<file path="config.mk">
export PLATFORM = sky130hd
export DESIGN_NAME = multicycle_controller
export DESIGN_NICKNAME = d
export VERILOG_FILES = /design/src/rtl/multicycle_controller.sv
export SDC_FILE = /design/constraint.sdc
export NUM_CORES = 1
export LEC_CHECK = 0
export ABC_AREA = 0
export BUFFER_PORTS_ARGS = -buffer_cell sky130_fd_sc_hd__clkbuf_2
export CORE_UTILIZATION = 42
export DETAILED_ROUTE_END_ITERATION = 8
export MAX_ROUTING_LAYER = met4
export PLACE_DENSITY = 0.77
export SYNTH_ARGS = -nofsm -noshare
export SYNTH_HDL_FRONTEND = slang
export SYNTH_SLANG_ARGS = --single-unit
export TNS_END_PERCENT = 1
</file>
<file path="constraint.sdc">
create_clock -name clk -period 2.5 [get_ports clk]
set_input_delay 0 -clock clk [delete_from_list [all_inputs] [get_ports clk]]
set_output_delay 0 -clock clk [all_outputs]
set_load 0.01 [all_outputs]
</file>
<file path="src/rtl/multicycle_controller.sv">
// Multicycle CPU control unit: FETCH/DECODE/EXEC/MEM/WB sequencer with
// multi-cycle multiply hold, memory-ack timeout and sticky error flags.
module multicycle_controller #(
   parameter int         MUL_LATENCY = 4,
   parameter int         MEM_TIMEOUT = 255,
   parameter logic [5:0] R_TYPE  = 6'h00,
   parameter logic [5:0] MADD_OP = 6'h1c,
   parameter logic [5:0] LW      = 6'h23,
   parameter logic [5:0] SW      = 6'h2b,
   parameter logic [5:0] BEQ     = 6'h04,
   parameter logic [5:0] BNE     = 6'h05,
   parameter logic [5:0] BGT     = 6'h07,
   parameter logic [5:0] BGTE    = 6'h01,
   parameter logic [5:0] BLEU    = 6'h16,
   parameter logic [5:0] BGTU    = 6'h17,
   parameter logic [5:0] J       = 6'h02,
   parameter logic [5:0] JAL     = 6'h03,
   parameter logic [5:0] ADDI    = 6'h08,
   parameter logic [5:0] ADDIU   = 6'h09,
   parameter logic [5:0] ANDI    = 6'h0c,
   parameter logic [5:0] ORI     = 6'h0d,
   parameter logic [5:0] XORI    = 6'h0e,
   parameter logic [5:0] SLTI    = 6'h0a,
   parameter logic [5:0] LUI     = 6'h0f,
   parameter logic [5:0] F_MUL   = 6'h18,
   parameter logic [5:0] F_JR    = 6'h08,
   parameter logic [5:0] F_MFHI  = 6'h10,
   parameter logic [5:0] F_MFLO  = 6'h12,
   parameter logic [5:0] F_SLL   = 6'h00,
   parameter logic [5:0] F_SRL   = 6'h02,
   parameter logic [5:0] F_SRA   = 6'h03
) (
   input  logic        clk,
   input  logic        rst_n,
   input  logic        imem_ack,
   input  logic [31:0] inst,
   input  logic        dmem_ack,
   input  logic        alu_zero,
   output logic        imem_req,
   output logic        dmem_req,
   output logic        dmem_we,
   output logic        pc_write,
   output logic [1:0]  pc_src,
   output logic [31:0] ir,
   output logic [5:0]  alu_op,
   output logic        alu_imm,
   output logic        reg_we,
   output logic [1:0]  reg_dst,
   output logic [2:0]  wb_src,
   output logic        hi_we,
   output logic        lo_we,
   output logic [2:0]  state,
   output logic        busy,
   output logic        illegal,
   output logic        timeout
);

   typedef enum logic [2:0] {
      S_FETCH = 3'd0, S_DECODE = 3'd1, S_EXEC = 3'd2,
      S_MEM = 3'd3, S_WB = 3'd4, S_HALT = 3'd5
   } state_e;

   typedef enum logic [2:0] {
      C_ALU, C_MUL, C_JR, C_LW, C_SW, C_BR, C_J, C_JAL
   } cls_e;

   localparam logic [15:0] TO_LAST  = 16'(MEM_TIMEOUT - 1);
   localparam logic [4:0]  MUL_LAST = 5'(MUL_LATENCY - 1);

   state_e      state_q, state_d;
   cls_e        cls_q, cls_d, dec_cls;
   logic [31:0] ir_q, ir_d;
   logic [5:0]  alu_op_q, alu_op_d, dec_aop;
   logic        alu_imm_q, alu_imm_d, dec_imm, dec_ok;
   logic [1:0]  reg_dst_q, reg_dst_d, dec_dst;
   logic [2:0]  wb_src_q, wb_src_d, dec_wb;
   logic [4:0]  mcnt_q, mcnt_d;
   logic [15:0] wait_q, wait_d;
   logic        illegal_q, illegal_d, timeout_q, timeout_d;
   logic        run_q;
   logic        to_hit;
   logic [5:0]  op, fn;

   assign op = ir_q[31:26];
   assign fn = ir_q[5:0];

   always_comb begin
      dec_ok  = 1'b1;
      dec_cls = C_ALU;
      dec_aop = op;
      dec_imm = 1'b1;
      dec_dst = 2'd0;
      dec_wb  = 3'd0;
      if (op == R_TYPE) begin
         dec_aop = fn;
         dec_dst = 2'd1;
         dec_imm = (fn == F_SLL) || (fn == F_SRL) || (fn == F_SRA);
         if (fn == F_MUL)       dec_cls = C_MUL;
         else if (fn == F_JR)   dec_cls = C_JR;
         else if (fn == F_MFHI) dec_wb  = 3'd3;
         else if (fn == F_MFLO) dec_wb  = 3'd4;
      end else if (op == MADD_OP) begin
         dec_cls = C_MUL;
      end else if (op == LW) begin
         dec_cls = C_LW;
         dec_aop = ADDIU;
         dec_wb  = 3'd1;
      end else if (op == SW) begin
         dec_cls = C_SW;
         dec_aop = ADDIU;
      end else if (op == BEQ || op == BNE || op == BGT || op == BGTE ||
                   op == BLEU || op == BGTU) begin
         dec_cls = C_BR;
         dec_imm = 1'b0;
      end else if (op == J) begin
         dec_cls = C_J;
      end else if (op == JAL) begin
         dec_cls = C_JAL;
         dec_dst = 2'd2;
         dec_wb  = 3'd2;
      end else if (!(op == ADDI || op == ADDIU || op == ANDI || op == ORI ||
                     op == XORI || op == SLTI || op == LUI)) begin
         dec_ok = 1'b0;
      end
   end

   // Wait counter counts stalled request cycles; the last allowed one aborts.
   assign to_hit = (MEM_TIMEOUT != 0) && (wait_q == TO_LAST);

   always_comb begin
      state_d   = state_q;
      cls_d     = cls_q;
      ir_d      = ir_q;
      alu_op_d  = alu_op_q;
      alu_imm_d = alu_imm_q;
      reg_dst_d = reg_dst_q;
      wb_src_d  = wb_src_q;
      mcnt_d    = mcnt_q;
      wait_d    = wait_q;
      illegal_d = illegal_q;
      timeout_d = timeout_q;
      imem_req  = 1'b0;
      dmem_req  = 1'b0;
      dmem_we   = 1'b0;
      pc_write  = 1'b0;
      pc_src    = 2'd0;
      reg_we    = 1'b0;
      hi_we     = 1'b0;
      lo_we     = 1'b0;
      unique case (state_q)
         S_FETCH: if (run_q) begin
            imem_req = 1'b1;
            if (imem_ack) begin
               ir_d     = inst;
               pc_write = 1'b1;
               wait_d   = '0;
               state_d  = S_DECODE;
            end else if (to_hit) begin
               timeout_d = 1'b1;
               wait_d    = '0;
               state_d   = S_HALT;
            end else begin
               wait_d = wait_q + 16'd1;
            end
         end
         S_DECODE: begin
            if (dec_ok) begin
               cls_d     = dec_cls;
               alu_op_d  = dec_aop;
               alu_imm_d = dec_imm;
               reg_dst_d = dec_dst;
               wb_src_d  = dec_wb;
               mcnt_d    = '0;
               state_d   = S_EXEC;
            end else begin
               illegal_d = 1'b1;
               state_d   = S_HALT;
            end
         end
         S_EXEC: begin
            unique case (cls_q)
               C_MUL: begin
                  if (mcnt_q == MUL_LAST) begin
                     mcnt_d  = '0;
                     state_d = S_WB;
                  end else begin
                     mcnt_d = mcnt_q + 5'd1;
                  end
               end
               C_BR:  begin pc_write = alu_zero; pc_src = 2'd1; state_d = S_FETCH; end
               C_J:   begin pc_write = 1'b1;     pc_src = 2'd2; state_d = S_FETCH; end
               C_JAL: begin pc_write = 1'b1;     pc_src = 2'd2; state_d = S_WB;    end
               C_JR:  begin pc_write = 1'b1;     pc_src = 2'd3; state_d = S_FETCH; end
               C_LW, C_SW: state_d = S_MEM;
               default:    state_d = S_WB;
            endcase
         end
         S_MEM: begin
            dmem_req = 1'b1;
            dmem_we  = (cls_q == C_SW);
            if (dmem_ack) begin
               wait_d  = '0;
               state_d = (cls_q == C_LW) ? S_WB : S_FETCH;
            end else if (to_hit) begin
               timeout_d = 1'b1;
               wait_d    = '0;
               state_d   = S_HALT;
            end else begin
               wait_d = wait_q + 16'd1;
            end
         end
         S_WB: begin
            reg_we  = (cls_q == C_ALU) || (cls_q == C_LW) || (cls_q == C_JAL);
            hi_we   = (cls_q == C_MUL);
            lo_we   = (cls_q == C_MUL);
            state_d = S_FETCH;
         end
         S_HALT: ;
         default: state_d = S_FETCH;
      endcase
   end

   always_ff @(posedge clk or negedge rst_n) begin
      if (!rst_n) begin
         state_q   <= S_FETCH;
         cls_q     <= C_ALU;
         ir_q      <= '0;
         alu_op_q  <= '0;
         alu_imm_q <= 1'b0;
         reg_dst_q <= '0;
         wb_src_q  <= '0;
         mcnt_q    <= '0;
         wait_q    <= '0;
         illegal_q <= 1'b0;
         timeout_q <= 1'b0;
         run_q     <= 1'b0;
      end else begin
         state_q   <= state_d;
         cls_q     <= cls_d;
         ir_q      <= ir_d;
         alu_op_q  <= alu_op_d;
         alu_imm_q <= alu_imm_d;
         reg_dst_q <= reg_dst_d;
         wb_src_q  <= wb_src_d;
         mcnt_q    <= mcnt_d;
         wait_q    <= wait_d;
         illegal_q <= illegal_d;
         timeout_q <= timeout_d;
         run_q     <= 1'b1;
      end
   end

   assign ir      = ir_q;
   assign alu_op  = alu_op_q;
   assign alu_imm = alu_imm_q;
   assign reg_dst = reg_dst_q;
   assign wb_src  = wb_src_q;
   assign state   = state_q;
   assign busy    = (state_q != S_FETCH);
   assign illegal = illegal_q;
   assign timeout = timeout_q;

endmodule

</file>
Word-level counts from Yosys, hierarchy flattened
Index checks and enable logic that the tools add are counted.

Add/sub/neg operators: 2. Bitwise operators: 2. Reductions and logical operators: 33. Mux-type cells: 79. Equal/unequal tests: 44.

Operator list (count): two-way mux 16 bit (4); two-way mux 3 bit (19); equality test 6 x 4 -> 1 bit, second input constant (8); equality test 6 x 5 -> 1 bit, second input constant (6); two-way mux 2 bit (16); case mux 16 bit (2 select lines) (1); two-way mux 1 bit (25); equality test 6 x 2 -> 1 bit, second input constant (4); two-way mux 6 bit (4); equality test 3 bit, second input constant (6); equality test 6 x 3 -> 1 bit, second input constant (3); adder 16 x 1 -> 16 bit, second input constant (1); equality test 16 x 8 -> 1 bit, second input constant (1); logical OR 1 bit (15); two-way mux 5 bit (3); case mux 3 bit (5 select lines) (1); equality test 3 x 2 -> 1 bit, second input constant (4); equality test 6 bit, second input constant (2); zero test 6 bit (2); inequality test 2 bit, second input constant (5); case mux 5 bit (2 select lines) (1); case mux 3 bit (3 select lines) (1); AND reduction 3 bit (3); equality test 3 x 1 -> 1 bit, second input constant (2); 14 further kinds (23).

Input port bits: 37. Output and inout bits: 59. Register bits: 74. Word-level logic and storage cells: 172.

Logic depth before layout (Yosys ltp)
Gate-level depths: netlist of run 1.

Word-level depth: 17. Depth in mapped cells: 7. Gate-level depth less buffers: 7.

Least setup slack after synthesis of run 1
Ideal clock, no wire load.

Path kind: reg2reg. Start point: reg ir_q[27] (netlist: ir[27]). End point: reg wb_src_q[0] (netlist: wb_src[0]). Path slack: 573 ps. Data required time: 2372 ps. Buffers on the path: 1. Data arrival time: 1799 ps. Period minus slack after synthesis: 1927 ps. Library setup time: 128 ps. Cell stages (with the launch flop): 6. Cells stage by stage: dfrtp_1 -> clkbuf_2 -> or3b_1 -> a211oi_2 -> o31a_1 -> mux2_1.

Cells in the longest elaborated chain, start to end: 16. Elaborated cells on any way between the ends: 45. Those cells by class: 18 x eq/ne; 14 x mux; 13 x reduce/logical.

Ends and longest elaborated chain: from (decl) (RTL line 72) `logic [31:0] ir_q, ir_d;`; from (signal assigned) (RTL line 240) `ir_q <= ir_d;`; equality test 6 x 4 -> 1 bit (RTL line 121) `end else if (!(op == ADDI || op == ADDIU || op == ANDI || op == ORI ||`; logical OR 1 bit (4 in a row) (RTL line 121); logical OR 1 bit (2 in a row) (RTL line 122) `op == XORI || op == SLTI || op == LUI)) begin`; two-way mux 1 bit (RTL line 121); two-way mux 1 bit (RTL line 117) `end else if (op == JAL) begin`; two-way mux 1 bit (RTL line 115) `end else if (op == J) begin`; two-way mux 1 bit (RTL line 111) `end else if (op == BEQ || op == BNE || op == BGT || op == BGTE ||`; two-way mux 1 bit (RTL line 108) `end else if (op == SW) begin`; two-way mux 1 bit (RTL line 104) `end else if (op == LW) begin`; two-way mux 1 bit (RTL line 102) `end else if (op == MADD_OP) begin`; two-way mux 1 bit (RTL line 94) `if (op == R_TYPE) begin`; AND reduction 2 bit (no line); to (signal assigned) (RTL line 244) `wb_src_q <= wb_src_d;`; to (decl) (RTL line 76) `logic [2:0] wb_src_q, wb_src_d, dec_wb;`.

Parallel ways exist; a longest one is shown, timed or not. A chain may end at the register's enable or synchronous reset.

Final worst setup path of run 1
Start point: reg ir_q[28] (netlist: ir[28]). End point: reg reg_dst_q[1] (netlist: reg_dst[1]).

Cells in the longest elaborated chain, start to end: 16. Elaborated cells on any way between the ends: 46. Those cells by class: 18 x eq/ne; 15 x mux; 13 x reduce/logical.

Ends and longest elaborated chain: equality test 6 x 4 -> 1 bit (RTL line 121); logical OR 1 bit (4 in a row) (RTL line 121); logical OR 1 bit (2 in a row) (RTL line 122); two-way mux 1 bit (RTL line 121); two-way mux 1 bit (RTL line 117); two-way mux 1 bit (RTL line 115); two-way mux 1 bit (RTL line 111); two-way mux 1 bit (RTL line 108); two-way mux 1 bit (RTL line 104); two-way mux 1 bit (RTL line 102); two-way mux 1 bit (RTL line 94); AND reduction 2 bit (no line); to (signal assigned) (RTL line 243) `reg_dst_q <= reg_dst_d;`; to (decl) (RTL line 75) `logic [1:0] reg_dst_q, reg_dst_d, dec_dst;`.

Parallel ways exist; a longest one is shown, timed or not.

==> results of run 1 <==
## registers in the layout (all words and copies together), names as in the netlist
| register | flops |
|---|---|
| alu_op | 6 |
| timeout | 1 |
| wb_src | 3 |
| run_q | 1 |
| alu_imm | 1 |
| ir | 32 |
| cls_q | 3 |
| illegal | 1 |
| state | 3 |
| wait_q | 16 |
| reg_dst | 2 |
| mcnt_q | 5 |
## logic make-up after synthesis
logic type,Yosys count,synth area share
compound gates,72,0.1321
xor+xnor,12,0.02789
fa+ha+maj,3,0.009961
buf+inv,32,0.03884
flops,74,0.4914
mux,34,0.1013
other cells,1,0.0009951
simple gates,140,0.1975
## final cells by class
cell class	count	area, um^2	area share
multi-input cells	262	1770	0.3675
repair buffers	134	853.3	0.1771
inverters	11	41.29	0.008571
well taps	108	135.1	0.02805
flip-flops and latches	74	1852	0.3844
clock inverters	2	12.51	0.002597
clock buffers	14	152.6	0.03169
## per-layer routing
metal | vias to the layer above | track usage | wire, um
li1 | 1562 | - | -
met1 | 1584 | 0.2706 | 4098
met2 | 96 | 0.3115 | 4336
met3 | 17 | 0.03468 | 389
met4 | 0 | 0.08381 | 173
met5 | - | - | 0
## worst max-delay path by stage
stage,depth (start not counted),slack [ns],end,start
2_1_floorplan,5,0.57,wb_src[0],ir[27]
3_3_place_gp,5,0.38,wait_q[7],wait_q[13]
3_5_place_dp,5,0.33,wait_q[7],wait_q[12]
4_1_cts,5,0.33,reg_dst[1],ir[28]
5_1_grt,5,0.07,alu_op[3],ir[29]
6_report,5,0.32,reg_dst[1],ir[28]
## worst register-to-register path, delay by kind of cell, from the launching register on
kind,cells,cell delay [ns]
AOI/OAI and AO/OA,2,0.54
buffers and inverters,1,0.26
DFF,1,0.54
and+or+nand+nor,2,0.75
## cells in the final DEF, fill, tap and decap left out, types with 6 or more instances in the layout
cell type,netlist,layout
a21oi_1,18,18
buf_4,1,7
clkbuf_2,1,94
clkbuf_8,0,10
dfrtp_1,74,74
dlygate4sd3_1,0,33
inv_1,11,11
mux2_2,32,32
nand2_1,38,38
nand3_1,17,17
nor2_1,30,30
nor3_1,7,7
o21ai_0,17,17
o31ai_1,8,8
or3_1,6,6
xor2_1,10,10
## through the flow
step,cells,utilization
2_1_floorplan,368,-
3_3_place_gp,556,0.4956
3_5_place_dp,556,0.4956
4_1_cts,605,0.5524
5_1_grt,605,0.5524
6_report,605,0.5524
## power breakdown
part | switching, mW | internal (mW)
registers | 0.551 | 1.63
logic | 1.08 | 0.972
clock network | 0.413 | 0.388
total | 2.05 | 2.99
==> metrics.txt, run 1 <==
hold path start=dmem_ack; largest net degree at the start of global routing=75; Hold Path End=state[0]; clk_lat worst skew=approximately 0.34 ns; Max Cap Viol=0; crit path DAT=2.43 ns; synth top area cells=dfrtp_1, mux2_2, nand2_1, nor2_1, a21oi_1; Setup CP Type=flip-flop to flip-flop; Crit Reg-Reg Startpoint=ir[28]; clock sinks=74; PD cells=between 1000 and 1500 nW/um^2; drt first-iter violations=160; Longest Clk Path Bufs=2; Mapped Cells=368; GP Congestion=around 0.86; initial cell density of the core=0.4321; total CTS buffers=9; CP max stage delay=0.54 ns; Clock Skew=0.01019 ns; I/O Buffers=95; clock root buffer master=clkbuf_8; outcome=completed; Yosys cell types=62; Post-DP HPWL=roughly 6000 um; CP Launch Type=flip-flop; synth-to-layout area growth=27.82%; Mapped Area=3769 um^2; standard-cell rows=34; Hold Path Stages=4; setup TNS=0 ns; worst r2r path cells=5; cts repair resizes=0; crit path capture type=flip-flop; fmax=458.5 MHz; NumNets Final=532; reg-to-reg endpoint=reg_dst[1]; Core Region=8721 um^2; Synth Flop Type=dfrtp_1; slew margin rel.=0.3843; hold slack=between 0.1 and 0.15 ns; final max-slew violation count=0; cell family with most CP delay=simple AND/OR/NAND/NOR gates; Fillers=763; min-delay worst type=input port to flip-flop; Leak=2.245 nW; Wirelength per Cell=14.87 um; CTS clk-pin slew, worst paths=0.08 ns; Avg Inst Size Synth=between 10 and 15 um^2; Post-CTS Hold Fix Bufs=33; Final min period=roughly 2.2 ns; CP max FO=17; # IOs=96; synthesized net count=408; Inserted Diodes=0; CP Data Required Time=2.75 ns; Worst-Margin Slew=0.9236 ns; initial antenna violation count=0; period utilization=0.8725; Max VDD drop=0.0005264 V; Vias/cell=5.387; cell taking the most area after synthesis=dfrtp_1; final hold vios=0; Post-synth EDFFs=0; RSZ-0062 raised after global routing=false; Yosys Warn Count=0; cell area after layout=4817 um^2; Commonest cells post-synth=dfrtp_1, nand2_1, mux2_2; DP Area=between 4000 and 5000 um^2; asr flop ratio synth=1.000; Global Route Usage Sum=0.2040; die height=96.73 um; Initial DRT Pass Iterations=4; top-count cell post-synth=dfrtp_1; CP Cell Sequence=nand2b_1 -> nor3_1 -> o31ai_2 -> buf_4 -> o31ai_1; top cell type's share of synthesized area=0.4914; pre-CTS setup slack=roughly 0.33 ns; antenna-violating nets left=0; register area share after synthesis=0.4914; vias in the first global route=3158; vias post-DR=3259; full die area=around 9400 um^2; #FFs+latches synth=74; post-CTS setup buffers=0; Crit path buffers/inverters=1; TritonCTS clock tree=built; H-tree Lvls=3; worst reg-to-reg setup slack=~0.32 ns; Final Setup Violations=0; global-route wire length before repair=15190 um; final WL=8998 um; drt drc=0; Final WS setup=0.3188 ns; layout cells sized above 1=0.3280; GRT overflow=0; Chip Width=96.73 um; slowest CP cell=dfrtp_1; Pwr Total=5.033 mW
No activity file was read; power rests on OpenSTA's default activity.
==> run 2, diff against run 1 <==
Settings changed: RECOVER_POWER set to 50.
==> run 2 against run 1 <==
  * The flow now finishes with violations (max-capacitance violations, max-slew violations)
  * Routed wire length fell by 0.27%
  * Critical path depth did not move
  * Fmax grew 0.32%
  * Worst setup slack gained 0.0069 ns
  * Count of clock-buffer cells in the layout unchanged
  * Combinational power decreased by 4%
  * First-iteration DRC count shrank 5.0%
  * Sequential share of layout area grew 0.43 points
  * Register-to-register slack is essentially flat
  * Global-route usage did not move
  * Clock skew is 0.00060 ns lower
  * Total power is 1.6% lower
  * Critical endpoint is now wait_q[7]
  * Highest routed layer unchanged
==> metrics.txt, run 2 (synthesis gave the netlist of run 1 again) <==
outcome=complete, but fails checks; violations in the final reports=max-capacitance violations, max-slew violations; final hold vios=0; register area=1852 um^2; min-delay worst type=input port to flip-flop; drt first-iter violations=152; CP Data Required Time=2.73 ns; Worst-Margin Slew=1.791 ns; standard-cell rows=34; CP max stage delay=around 0.54 ns; full die area=around 9400 um^2; final max-slew violation count=75; number of flip-flops in the largest register=32; CP max FO=12; Post-DP HPWL=5984 um; initial antenna violation count=0; global-route wire length before repair=15190 um; CTS clk-pin slew, worst paths=0.07 ns; GRT overflow=0; slowest CP cell=or4_4; fmax=about 460 MHz; DP Area=4322 um^2; Vias/cell=5.385; Max Cap Viol=1; synth-to-layout area growth=26.39%; crit path capture type=flip-flop; initial cell density of the core=0.4321; layout cells sized above 1=0.2455; Core Region=8721 um^2; Max VDD drop=around 0.00052 V; Pwr Total=between 4 and 5 mW; clk_lat worst skew=about 0.34 ns; crit path DAT=2.40 ns; CP Cell Sequence=or4_4 -> nor4_4 -> o21a_2 -> o32a_2 -> o21ai_1; Inserted Diodes=0; clock root buffer master=clkbuf_8; vias in the first global route=3158; drt drc=0; cts repair resizes=0; die height=96.73 um; RSZ-0062 raised after global routing=false; setup TNS=0 ns; Initial DRT Pass Iterations=5; most frequent cells in the layout=dfrtp_1, clkbuf_2, clkbuf_1, nand2_1, dlygate4sd3_1; # IOs=96; PD cells=1040 nW/um^2; clock sinks=74; Setup CP Type=flip-flop to flip-flop; Crit Reg-Reg Startpoint=wait_q[12]; period utilization=0.8697; Leak=about 2.1 nW; hold path start=dmem_ack; I/O Buffers=95; TritonCTS clock tree=built; Fillers=786; H-tree Lvls=3; Chip Width=between 90 and 100 um; Global Route Usage Sum=0.2040; vias post-DR=3258; worst reg-to-reg setup slack=about 0.33 ns; cell area after layout=4763 um^2; NumNets Final=532; slew margin rel.=-0.1942; Wirelength per Cell=14.83 um; area of the multi-input gates=about 1800 um^2; final WL=~9000 um; Final Setup Violations=0; total CTS buffers=9; largest net degree at the start of global routing=75; antenna-violating nets left=0; Clock Skew=0.009584 ns; Final WS setup=0.3256 ns; CP startpoint=wait_q[12]; Final min period=2.174 ns; CP Launch Type=flip-flop; hold slack=0.1200 ns; GP Congestion=0.8593; commonest non-fill, non-tap cell in the layout=dfrtp_1; Longest Clk Path Bufs=2; pre-CTS setup slack=0.3325 ns
-- run 2: worst paths after layout --
path / end / depth (start not counted)
max: wait_q[7] / 5
min: state[0] / 4
max reg2reg: wait_q[7] / 5
min reg2reg: alu_op[5] / 2
max in group asynchronous: cls_q[0] / 2
min in group asynchronous: wait_q[3] / 2
-- run 2: metal layers --
layer,global-route usage,vias up,part of all wire
li1,-,1561,-
met4,0.08381,0,0.019
met2,0.3115,107,0.48
met5,-,-,0
met1,0.2706,1573,0.46
met3,0.03468,17,0.045
-- run 2: layout make-up --
| class | count | share of cell area |
|---|---|---|
| tap | 108 | 0.02837 |
| multi-input combinational | 262 | 0.3717 |
| clock buffer | 14 | 0.03205 |
| clock inverter | 2 | 0.002627 |
| sequential | 74 | 0.3888 |
| inverter | 11 | 0.008668 |
| timing repair buffer | 134 | 0.1678 |
-- run 2: metrics by stage --
step	cells	utilization
CTS	605	0.5524
detailed placement	556	0.4956
global placement	556	0.4956
finish	605	0.5462
floorplan	368	-
global route	605	0.5462
-- run 2: timing repair --
action / CTS / global route
buffers inserted: 0 / 0
endpoints found under the setup margin: 0 / 0
hold endpoints to repair: 106 / 0
hold buffers: 33 / 0
-- run 2: worst max-delay path: cells and delay by family (launching register included) --
kind / cells / cell delay [ns]
DFF: 1 / 0.44
and+or+nand+nor: 2 / 1.03
AOI/OAI and AO/OA: 3 / 0.60
-- run 2: power by group --
group / internal (mW) / switching, mW / total (mW)
registers: 1.63 / 0.544 / 2.17
logic: 0.897 / 1.08 / 1.98
clock network: 0.388 / 0.415 / 0.803
total: 2.91 / 2.04 / 4.95
